$ cat src/rtl/spi_pkg.sv
// spi_pkg: shared constants for the SPI mode-0 peripheral (spi_slave_cont).
//   DATA_W_DEF / SYNC_STAGES_DEF : default word width and synchronizer depth
//   ST_IDLE / ST_LOAD / ST_SHIFT : transfer FSM state encoding
//   IDLE_MISO                    : MISO level while deselected
//   UNDERRUN_WORD                : word sent when the reply buffer is empty
//   cnt_width()                  : bit-counter width for a given word size
package spi_pkg;

  localparam int unsigned DATA_W_DEF      = 8;
  localparam int unsigned SYNC_STAGES_DEF = 2;

  localparam int unsigned STATE_W = 2;
  localparam logic [STATE_W-1:0] ST_IDLE  = 2'd0;
  localparam logic [STATE_W-1:0] ST_LOAD  = 2'd1;
  localparam logic [STATE_W-1:0] ST_SHIFT = 2'd2;

  localparam logic IDLE_MISO = 1'b1;
  localparam logic [DATA_W_DEF-1:0] UNDERRUN_WORD = '1;

  // Counter width able to hold 0 .. w-1 (at least one bit).
  function automatic int unsigned cnt_width(input int unsigned w);
    return (w > 1) ? $clog2(w) : 1;
  endfunction

endpackage

$ cat src/rtl/spi_sync_edge.sv
// spi_sync_edge: multi-flop synchronizer for one asynchronous input with
// registered single-cycle rise/fall pulses derived from the last two
// synchronized samples.
//   clk_i   in  : sampling clock
//   rst_ni  in  : asynchronous active-low reset (chain resets to RST_VAL)
//   d_i     in  : asynchronous input
//   rise_o  out : 1-cycle pulse on a 0->1 transition of the synchronized level
//   fall_o  out : 1-cycle pulse on a 1->0 transition of the synchronized level
module spi_sync_edge #(
  parameter int unsigned SYNC_STAGES = 2,
  parameter logic        RST_VAL     = 1'b0
) (
  input  logic clk_i,
  input  logic rst_ni,
  input  logic d_i,
  output logic rise_o,
  output logic fall_o
);

  logic [SYNC_STAGES-1:0] sync_q;
  logic                   prev_q;
  logic                   rise_q;
  logic                   fall_q;
  logic                   level;

  assign level = sync_q[SYNC_STAGES-1];

  // Synchronizer chain, one-sample history and edge pulses.
  always_ff @(posedge clk_i or negedge rst_ni) begin
    if (!rst_ni) begin
      sync_q <= {SYNC_STAGES{RST_VAL}};
      prev_q <= RST_VAL;
      rise_q <= 1'b0;
      fall_q <= 1'b0;
    end else begin
      sync_q <= {sync_q[SYNC_STAGES-2:0], d_i};
      prev_q <= level;
      rise_q <= level & ~prev_q;
      fall_q <= ~level & prev_q;
    end
  end

  assign rise_o = rise_q;
  assign fall_o = fall_q;

endmodule

$ cat src/rtl/spi_slave_cont.sv
// spi_slave_cont: SPI mode-0 (CPOL=0, CPHA=0, MSB first) peripheral that
// oversamples SCLK/CS_N/MOSI in the CLK50 domain.
//   CLK50, RST_N        : system clock, asynchronous active-low reset
//   SCLK, CS_N, MOSI    : SPI bus from the master (asynchronous)
//   MISO, MISO_OE       : reply data and its output enable
//   TX_STB/TX_DATA      : load a reply word into the one-deep buffer
//   TX_ACK, TX_READY    : capture pulse, buffer-empty flag
//   RX_STB, RX_DATA     : received-word pulse and held word
// Optional (macro SPI_SLAVE_STATUS_EN): RX_CLR in, sticky RX_OVR / TX_UDR out.
module spi_slave_cont
  import spi_pkg::*;
#(
  parameter int unsigned DATA_W      = DATA_W_DEF,
  parameter int unsigned SYNC_STAGES = SYNC_STAGES_DEF
) (
  input  logic              CLK50,
  input  logic              RST_N,
  input  logic              SCLK,
  input  logic              CS_N,
  input  logic              MOSI,
  output logic              MISO,
  output logic              MISO_OE,
  input  logic              TX_STB,
  input  logic [DATA_W-1:0] TX_DATA,
  output logic              TX_ACK,
  output logic              TX_READY,
  output logic              RX_STB,
`ifdef SPI_SLAVE_STATUS_EN
  input  logic              RX_CLR,
  output logic              RX_OVR,
  output logic              TX_UDR,
`endif
  output logic [DATA_W-1:0] RX_DATA
);

  localparam int unsigned CNT_W = cnt_width(DATA_W);
  localparam logic [DATA_W-1:0] UNDERRUN = {DATA_W{UNDERRUN_WORD[0]}};

  // Synchronized bus events.
  logic sclk_rise, sclk_fall, cs_rise, cs_fall;
  logic [SYNC_STAGES-1:0] mosi_sync_q;
  logic mosi_s;

  spi_sync_edge #(.SYNC_STAGES(SYNC_STAGES), .RST_VAL(1'b0)) u_sclk_sync (
    .clk_i  (CLK50),
    .rst_ni (RST_N),
    .d_i    (SCLK),
    .rise_o (sclk_rise),
    .fall_o (sclk_fall)
  );

  spi_sync_edge #(.SYNC_STAGES(SYNC_STAGES), .RST_VAL(1'b1)) u_cs_sync (
    .clk_i  (CLK50),
    .rst_ni (RST_N),
    .d_i    (CS_N),
    .rise_o (cs_rise),
    .fall_o (cs_fall)
  );

  // Plain synchronizer for MOSI; data needs no edge detection.
  always_ff @(posedge CLK50 or negedge RST_N) begin
    if (!RST_N) mosi_sync_q <= '0;
    else        mosi_sync_q <= {mosi_sync_q[SYNC_STAGES-2:0], MOSI};
  end
  assign mosi_s = mosi_sync_q[SYNC_STAGES-1];

  // Transfer state and datapath registers.
  logic [STATE_W-1:0] state_q,    state_d;
  logic [CNT_W-1:0]   bit_cnt_q,  bit_cnt_d;
  logic [DATA_W-1:0]  rx_shift_q, rx_shift_d;
  logic [DATA_W-1:0]  rx_data_q,  rx_data_d;
  logic               rx_stb_q,   rx_stb_d;
  logic [DATA_W-1:0]  tx_shift_q, tx_shift_d;
  logic [DATA_W-1:0]  buf_q,      buf_d;
  logic               tx_ready_q, tx_ready_d;
  logic               tx_ack_q,   tx_ack_d;
  logic               miso_oe_q,  miso_oe_d;
  logic               miso_q,     miso_d;
  logic               reload;
  logic [DATA_W-1:0]  rx_word;

  always_ff @(posedge CLK50 or negedge RST_N) begin
    if (!RST_N) begin
      state_q    <= ST_IDLE;
      bit_cnt_q  <= '0;
      rx_shift_q <= '0;
      rx_data_q  <= '0;
      rx_stb_q   <= 1'b0;
      tx_shift_q <= UNDERRUN;
      buf_q      <= '0;
      tx_ready_q <= 1'b1;
      tx_ack_q   <= 1'b0;
      miso_oe_q  <= 1'b0;
      miso_q     <= IDLE_MISO;
    end else begin
      state_q    <= state_d;
      bit_cnt_q  <= bit_cnt_d;
      rx_shift_q <= rx_shift_d;
      rx_data_q  <= rx_data_d;
      rx_stb_q   <= rx_stb_d;
      tx_shift_q <= tx_shift_d;
      buf_q      <= buf_d;
      tx_ready_q <= tx_ready_d;
      tx_ack_q   <= tx_ack_d;
      miso_oe_q  <= miso_oe_d;
      miso_q     <= miso_d;
    end
  end

  // Next-state, shift and buffer logic.
  always_comb begin
    state_d    = state_q;
    bit_cnt_d  = bit_cnt_q;
    rx_shift_d = rx_shift_q;
    rx_data_d  = rx_data_q;
    rx_stb_d   = 1'b0;
    tx_shift_d = tx_shift_q;
    buf_d      = buf_q;
    tx_ready_d = tx_ready_q;
    tx_ack_d   = 1'b0;
    miso_oe_d  = miso_oe_q;
    reload     = 1'b0;
    rx_word    = {rx_shift_q[DATA_W-2:0], mosi_s};

    case (state_q)
      ST_IDLE: begin
        if (cs_fall) state_d = ST_LOAD;
      end
      ST_LOAD: begin
        if (cs_rise) begin
          state_d = ST_IDLE;
        end else begin
          state_d   = ST_SHIFT;
          bit_cnt_d = '0;
          miso_oe_d = 1'b1;
          reload    = 1'b1;
        end
      end
      ST_SHIFT: begin
        if (cs_rise) begin
          // Deselect aborts any partial word.
          state_d    = ST_IDLE;
          bit_cnt_d  = '0;
          rx_shift_d = '0;
          miso_oe_d  = 1'b0;
        end else begin
          if (sclk_rise) begin
            rx_shift_d = rx_word;
            if (bit_cnt_q == CNT_W'(DATA_W - 1)) begin
              rx_data_d = rx_word;
              rx_stb_d  = 1'b1;
              bit_cnt_d = '0;
            end else begin
              bit_cnt_d = bit_cnt_q + CNT_W'(1);
            end
          end
          // Counter at 0 on a falling edge marks the word boundary.
          if (sclk_fall) begin
            if (bit_cnt_q != '0) tx_shift_d = tx_shift_q << 1;
            else                 reload     = 1'b1;
          end
        end
      end
      default: state_d = ST_IDLE;
    endcase

    // A reload consumes the old buffer before a same-cycle TX_STB refills it.
    if (reload) begin
      tx_shift_d = tx_ready_q ? UNDERRUN : buf_q;
      tx_ready_d = 1'b1;
    end
    if (TX_STB && (tx_ready_q || reload)) begin
      buf_d      = TX_DATA;
      tx_ready_d = 1'b0;
      tx_ack_d   = 1'b1;
    end

    miso_d = miso_oe_d ? tx_shift_d[DATA_W-1] : IDLE_MISO;
  end

  assign MISO     = miso_q;
  assign MISO_OE  = miso_oe_q;
  assign TX_ACK   = tx_ack_q;
  assign TX_READY = tx_ready_q;
  assign RX_STB   = rx_stb_q;
  assign RX_DATA  = rx_data_q;

`ifdef SPI_SLAVE_STATUS_EN
  // Sticky overrun/underrun flags; RX_CLR also acknowledges the pending word.
  logic rx_pend_q, rx_pend_d;
  logic rx_ovr_q,  rx_ovr_d;
  logic tx_udr_q,  tx_udr_d;

  always_comb begin
    rx_pend_d = rx_stb_d | (rx_pend_q & ~RX_CLR);
    rx_ovr_d  = (rx_ovr_q & ~RX_CLR) | (rx_stb_d & rx_pend_q & ~RX_CLR);
    tx_udr_d  = (tx_udr_q & ~RX_CLR) | (reload & tx_ready_q);
  end

  always_ff @(posedge CLK50 or negedge RST_N) begin
    if (!RST_N) begin
      rx_pend_q <= 1'b0;
      rx_ovr_q  <= 1'b0;
      tx_udr_q  <= 1'b0;
    end else begin
      rx_pend_q <= rx_pend_d;
      rx_ovr_q  <= rx_ovr_d;
      tx_udr_q  <= tx_udr_d;
    end
  end

  assign RX_OVR = rx_ovr_q;
  assign TX_UDR = tx_udr_q;
`endif

endmodule

$ cat config.mk
export PLATFORM = sky130hd
export DESIGN_NAME = spi_slave_cont
export DESIGN_NICKNAME = d
export VERILOG_FILES = /design/src/rtl/spi_pkg.sv /design/src/rtl/spi_sync_edge.sv /design/src/rtl/spi_slave_cont.sv
export SDC_FILE = /design/constraint.sdc
export NUM_CORES = 1
export LEC_CHECK = 0
export CAP_MARGIN = 20
export CORE_ASPECT_RATIO = 0.6
export CORE_MARGIN = 10
export CORE_UTILIZATION = 49
export CTS_BUF_LIST = sky130_fd_sc_hd__clkbuf_2 sky130_fd_sc_hd__clkbuf_4 sky130_fd_sc_hd__clkbuf_8
export DETAILED_ROUTE_END_ITERATION = 12
export MAX_ROUTING_LAYER = met4
export PLACE_DENSITY_LB_ADDON = 0.15
export SKIP_LAST_GASP = 1
export SLEW_MARGIN = 10
export SYNTH_ARGS = -nofsm -noshare
export SYNTH_HDL_FRONTEND = slang
export SYNTH_SLANG_ARGS = --single-unit
$ cat constraint.sdc
create_clock -name CLK50 -period 2.3 [get_ports CLK50]
set_input_delay 0.46 -clock CLK50 [delete_from_list [all_inputs] [get_ports CLK50]]
set_output_delay 0.46 -clock CLK50 [all_outputs]
set_load 0.005 [all_outputs]
# After elaboration in Yosys (flattened, before gate mapping)
# Index checks and enable logic that the tools add are counted.
[totals] in_bits=14 out_inout_bits=13 register_bits=53 word_cells=87
[op_classes] reduce_logical=15 add_sub_neg=1 n_mux=33 n_bitwise=9 n_eq_ne=8
[op_table] op="8-bit two-way mux" count=6
[op_table] op="1-bit two-way mux" count=14
[op_table] op="7-bit two-way mux" count=2
[op_table] op="3-bit two-way mux" count=4
[op_table] op="2-bit nonzero test" count=6
[op_table] op="4-bit AND reduction" count=2
[op_table] op="2-bit two-way mux" count=3
[op_table] op="2-bit case mux with 3 select lines" count=1
[op_table] op="3-bit case mux with 2 select lines" count=1
[op_table] op="1-bit inverter" count=5
[op_table] op="1-bit AND" count=4
[op_table] op="2-bit by 1-bit inequality test with 1-bit output, second input constant" count=2
[op_table] op="2-bit inequality test, second input constant" count=2
[op_table] op="1-bit case mux with 2 select lines" count=2
[op_table] op="2-bit AND reduction" count=2
[op_table] op="3-bit by 1-bit adder with 3-bit output, second input constant" count=1
[op_table] op="3-bit equality test, second input constant" count=1
[op_table] op="3-bit by 1-bit inequality test with 1-bit output, second input constant" count=1
[op_table] op="3-bit AND reduction" count=1
[op_table] op="3-bit nonzero test" count=1
[op_table] op="2-bit by 1-bit equality test with 1-bit output, second input constant" count=1
[op_table] op="2-bit equality test, second input constant" count=1
[op_table] op="2-bit zero test" count=1
[op_table] op="1-bit logical AND" count=1
[op_table] op="1-bit logical OR" count=1

# Logic depth before layout (Yosys ltp)
[logic_depth] depth_word=8 depth_mapped=7 mapped_depth_nobuf=6

# Cells and area by module
# Synthesis repeated with hierarchy kept, for this count alone.
[unflattened] hier_cells=187 area_unflattened_um2=2220.9
[modules_own_cells] module="spi_slave_cont" n_inst=1 cells_each=173 seq_area_each_um2=1088.5 area_per_inst_um2=1936.9
[modules_own_cells] module="spi_sync_edge (u_cs_sync)" n_inst=1 cells_each=7 seq_area_each_um2=128.9 area_per_inst_um2=143.9
[modules_own_cells] module="spi_sync_edge (u_sclk_sync)" n_inst=1 cells_each=7 seq_area_each_um2=125.1 area_per_inst_um2=140.1

# Least setup slack after synthesis
# Ideal clock, no wire load.
[synth_path] path_kind="register to register" from="reg state_q[1]" to="reg buf_q[0]" path_buffers=0 setup_time_ns=0.125 synth_period_minus_slack_ns=1.717 stages_incl_launch_ff=7 path_slack_ns=0.583 required_ns=2.175 arrival_time_ns=1.592 path_cell_list="dfrtp_1 -> inv_1 -> ha_1 -> nand2b_1 -> a21o_1 -> a21boi_4 -> mux2_2"
[synth_between] elab_chain_cells=4 word_cells_on_any_way=5 classes_between="eq/ne (2); mux (1); reduce/logical (2)"
[synth_lines] element="from (decl)" line="spi_slave_cont.sv:68" text="logic [STATE_W-1:0] state_q, state_d;"
[synth_lines] element="from (signal assigned)" line="spi_slave_cont.sv:96" text="state_q <= state_d;"
[synth_lines] element="2-bit equality test / 2-bit by 1-bit equality test with 1-bit output (equally long branches)" line="spi_slave_cont.sv:125" text="case (state_q)"
[synth_lines] element="1-bit case mux with 2 select lines (*)" line="spi_slave_cont.sv:125"
[synth_lines] element="1-bit logical OR (*)" line="spi_slave_cont.sv:172" text="if (TX_STB && (tx_ready_q || reload)) begin"
[synth_lines] element="1-bit logical AND (*)" line="spi_slave_cont.sv:172"
[synth_lines] element="to (signal assigned)" line="spi_slave_cont.sv:102" text="buf_q <= buf_d;"
[synth_lines] element="to (decl)" line="spi_slave_cont.sv:74" text="logic [DATA_W-1:0] buf_q, buf_d;"
# Mark *: on every way between the ends. The rest lies on a longest branch, timed or not.
# A chain may end at the register's enable or synchronous reset.

# Final worst setup path
[layout_path] from="reg state_q[0]" to="reg miso_q (netlist: MISO)"
[layout_between] elab_chain_cells=4 word_cells_on_any_way=7 classes_between="eq/ne (2); mux (5)"
[layout_lines] element="2-bit equality test / 2-bit by 1-bit equality test with 1-bit output (equally long branches)" line="spi_slave_cont.sv:125"
[layout_lines] element="1-bit case mux with 2 select lines / 8-bit two-way mux (equally long branches)" line="spi_slave_cont.sv:125"
[layout_lines] element="8-bit two-way mux" line="spi_slave_cont.sv:168" text="if (reload) begin"
[layout_lines] element="1-bit two-way mux (*)" line="spi_slave_cont.sv:178" text="miso_d = miso_oe_d ? tx_shift_d[DATA_W-1] : IDLE_MISO;"
[layout_lines] element="named net miso_d" line="spi_slave_cont.sv:78" text="logic miso_q, miso_d;"
[layout_lines] element="to (signal assigned)" line="spi_slave_cont.sv:106" text="miso_q <= miso_d;"
[layout_lines] element="to (decl)" line="spi_slave_cont.sv:78"
# The timed path passes the listed nets; every way through them passes the cells marked *. The select of a mux whose other input is x is not followed.

==> results.md <==
- Status: finished clean
- CTS root buf: clkbuf_8
- Final Hold Fails: 0
- Total core area: 0.00419 mm^2
- Clock Tree Buf Depth: 2
- Sequential share of power: a little over half
- Post-synthesis cell type with the largest combined area: dfrtp_1
- First-pass DRT Iterations: 4
- Clock Skew: ~0.008 ns
- Crit Path Max Fanout: 8
- # diodes: 0
- WL/cell: about 15 um
- Dpl hpwl: approximately 3000 um
- Max VDD drop: ~0.55 mV
- Rows: 18
- Worst Tran Pin Value: about 0.57 ns
- Die span in x: 106 um
- Post-synth top area share: between 40% and 50%
- ANT nets after route: 0
- IO Port Bufs: 26
- Synthesized Nets: around 200
- Max-cap violations: 0
- Most used DFF post-synth: dfrtp_1
- Die area: approximately 0.0076 mm^2
- RSZ-0062 raised after global routing: false
- Clock tree from TritonCTS: yes
- All-Layer GR Usage: 11.7%
- Initial antenna violation count: 0
- Hold Crit Class: primary input to async pin
- Final wirelength: 3980 um
- Placement-stage worst setup slack: roughly 0.36 ns
- EDFF count, synth: 0
- Synth Cell Area: 0.00217 mm^2
- Grt total ovfl: 0
- WP data required: between 2 and 3 ns
- Final Max Slew Viols: 0
- Count of hold-fix buffers inserted at cts: 0
- P_sw: between 0.0008 and 0.0009 W
- P_leak: ~1.1 nW
- Fin util: between 60% and 70%
- Internal power: ~0.0018 W
- Fraction of layout cells with a size suffix above 1: between 10% and 20%
- Crit end category: flop
- Maximum clock frequency: slightly above 0.5 GHz
- Fin nets: 225
- Vias in the first global route: roughly 1,400
- CTS buffer count: 5
- DRC: 0
- CTS resizes: 0
- Switching Fraction: 30.9%
- CTS clock-pin slew for the worst setup and hold paths: ~0.10 ns
- Gp weighted congestion: approximately 0.78
- Synth Area per Inst: between 10 and 15 um^2
- H-Tree Depth: 2
- Arr. time, crit path: approximately 2.2 ns
- Fin crit period: about 2 ns
- Setup Crit Path Kind: flop to flop
- Worst skew pair latency: 0.31 ns
- Cells after synthesis: ~180
- Crit path launch type: flop
- Starting density of the core: about half
- Setup repair bufs after CTS: 0
- Dominant cells by area after synthesis: dfrtp_1 (46%), dfstp_2 (16%), mux2_2 (5.2%)
- First-pass GRT wire length: ~6900 um
- Largest net degree at the start of global routing: 29
- Sequential area share after synthesis: around three fifths
- Final setup fails: 0
- Final worst-path cycle share: about 86%
- FFs w/ async S/R, synth: 100%
- Die height: between 70 and 80 um
- Clk network pwr share: between 20% and 30%
- Yosys warns: 0
- Power per cell area: roughly 1000 mW/mm^2
- Synth cell types: 32
- Setup tns final: 0 ns
- Combinational share of power: between 20% and 30%
- #FFs+latches synth: 53
- Relative slew slack: approximately 62%
- Setup ws final: 0.311 ns
- Routed vias/inst: roughly 5.2
- Area Overhead vs Synth: 19.6%
- Clk sinks: 53
- I/O pins: 27
- Initial drt markers: 38
- Total number of vias: 1,373
worst max-delay path: stages (launching register included):
cell and delay [ns]:
dfrtp_1 0.41, inv_1 0.09, ha_1 0.26, nor2b_1 0.27, and3_1 0.48, mux2i_1 0.28
a31oi_1 0.12
per-layer routing:
| layer | share of wire, % | up-vias | routed length, um | track usage [%] |
|---|---|---|---|---|
| met4 | 1.5 | 0 | 58 | 4.48 |
| met3 | 4.7 | 7 | 187 | 3.30 |
| met2 | 42 | 30 | 1660 | 15.7 |
| met1 | 52 | 668 | 2080 | 16.2 |
| met5 | 0 | - | 0 | - |
| li1 | - | 668 | - | - |
kinds of logic after synthesis:
group	Yosys count	synth area share, %
adder cells (fa/ha/maj)	6	3.47
AND/OR/NAND/NOR	38	8.95
buffers and inverters	23	4.28
multiplexers	17	8.43
AO/OA/AOI/OAI	41	12.9
flip-flops	53	62.0
registers in the layout, summed over array words and instances (netlist names), 2 cells and up:
register	flops
state_q	2
mosi_sync_q	2
rx_shift_q	7
u_sclk_sync.sync_q	2
bit_cnt_q	3
buf_q	8
RX_DATA	8
tx_shift_q	8
u_cs_sync.sync_q	2
per-stage QoR:
step                std cells  hold slack [ns]  power [W]  cell area [um^2]
floorplan                 178            0.164    0.00187              2170
detailed placement        258            0.336    0.00211              2490
finish                    266            0.129    0.00265              2590
global route              266            0.180    0.00284              2590
global placement          258            0.336    0.00207              2490
CTS                       266            0.146    0.00267              2590
power groups by stage:
stage / logic [W] / registers (W) / clock network (W)
2_1_floorplan: 0.000530 / 0.00134 / 0
3_3_place_gp: 0.000674 / 0.00140 / 0
3_5_place_dp: 0.000698 / 0.00141 / 0
4_1_cts: 0.000705 / 0.00139 / 0.000575
5_1_grt: 0.000796 / 0.00143 / 0.000609
6_report: 0.000698 / 0.00139 / 0.000559
synthesized netlist by cell type (all sizes together), types with 2 or more instances:
| master | count |
|---|---|
| a21oi | 9 |
| nor3 | 7 |
| nand2b | 5 |
| mux2 | 10 |
| inv | 14 |
| nand2 | 9 |
| o22ai | 7 |
| dfstp | 13 |
| o21ai | 8 |
| nor2 | 6 |
| a2bb2oi | 7 |
| buf | 4 |
| a22o | 3 |
| mux2i | 7 |
| a22oi | 2 |
| clkbuf | 5 |
| dfrtp | 40 |
| nor2b | 5 |
| ha | 6 |
cell type report:
class	instances	area, um^2
clock buffers	6	82.6
clock inverters	2	17.5
fillers	340	1600
inverters	14	52.6
multi-input cells	102	731
flip-flops and latches	53	1340
well taps	60	75.1
repair buffers	29	290
worst paths after layout:
path | cells after the start | slack, ns | from | endpoint
max in group asynchronous | 2 | 1.54 | RST_N | tx_shift_q[0]
setup / recovery | 6 | 0.31 | state_q[0] | MISO
hold reg to reg | 0 | 0.36 | u_sclk_sync.sync_q[0] | u_sclk_sync.sync_q[1]
hold / removal | 1 | 0.13 | RST_N | u_sclk_sync.prev_q
min in group CLK50 | 0 | 0.36 | u_sclk_sync.sync_q[0] | u_sclk_sync.sync_q[1]
setup reg to reg | 6 | 0.31 | state_q[0] | MISO
placed cells by master (no fill, tap or decap), types with 2 or more instances in the layout:
cell type,n
dfrtp_1,40
a22oi_1,2
nand2_1,9
a2bb2oi_1,7
mux2_2,10
o21ai_0,8
o22ai_1,7
clkbuf_8,6
nor3_1,7
nand2b_1,5
a21oi_1,9
dfstp_2,13
clkdlybuf4s50_1,25
nor2_1,6
nor2b_1,5
ha_1,6
inv_1,14
a22o_1,3
buf_4,2
mux2i_1,7
Note: power is estimated with default switching activity, not from simulation.
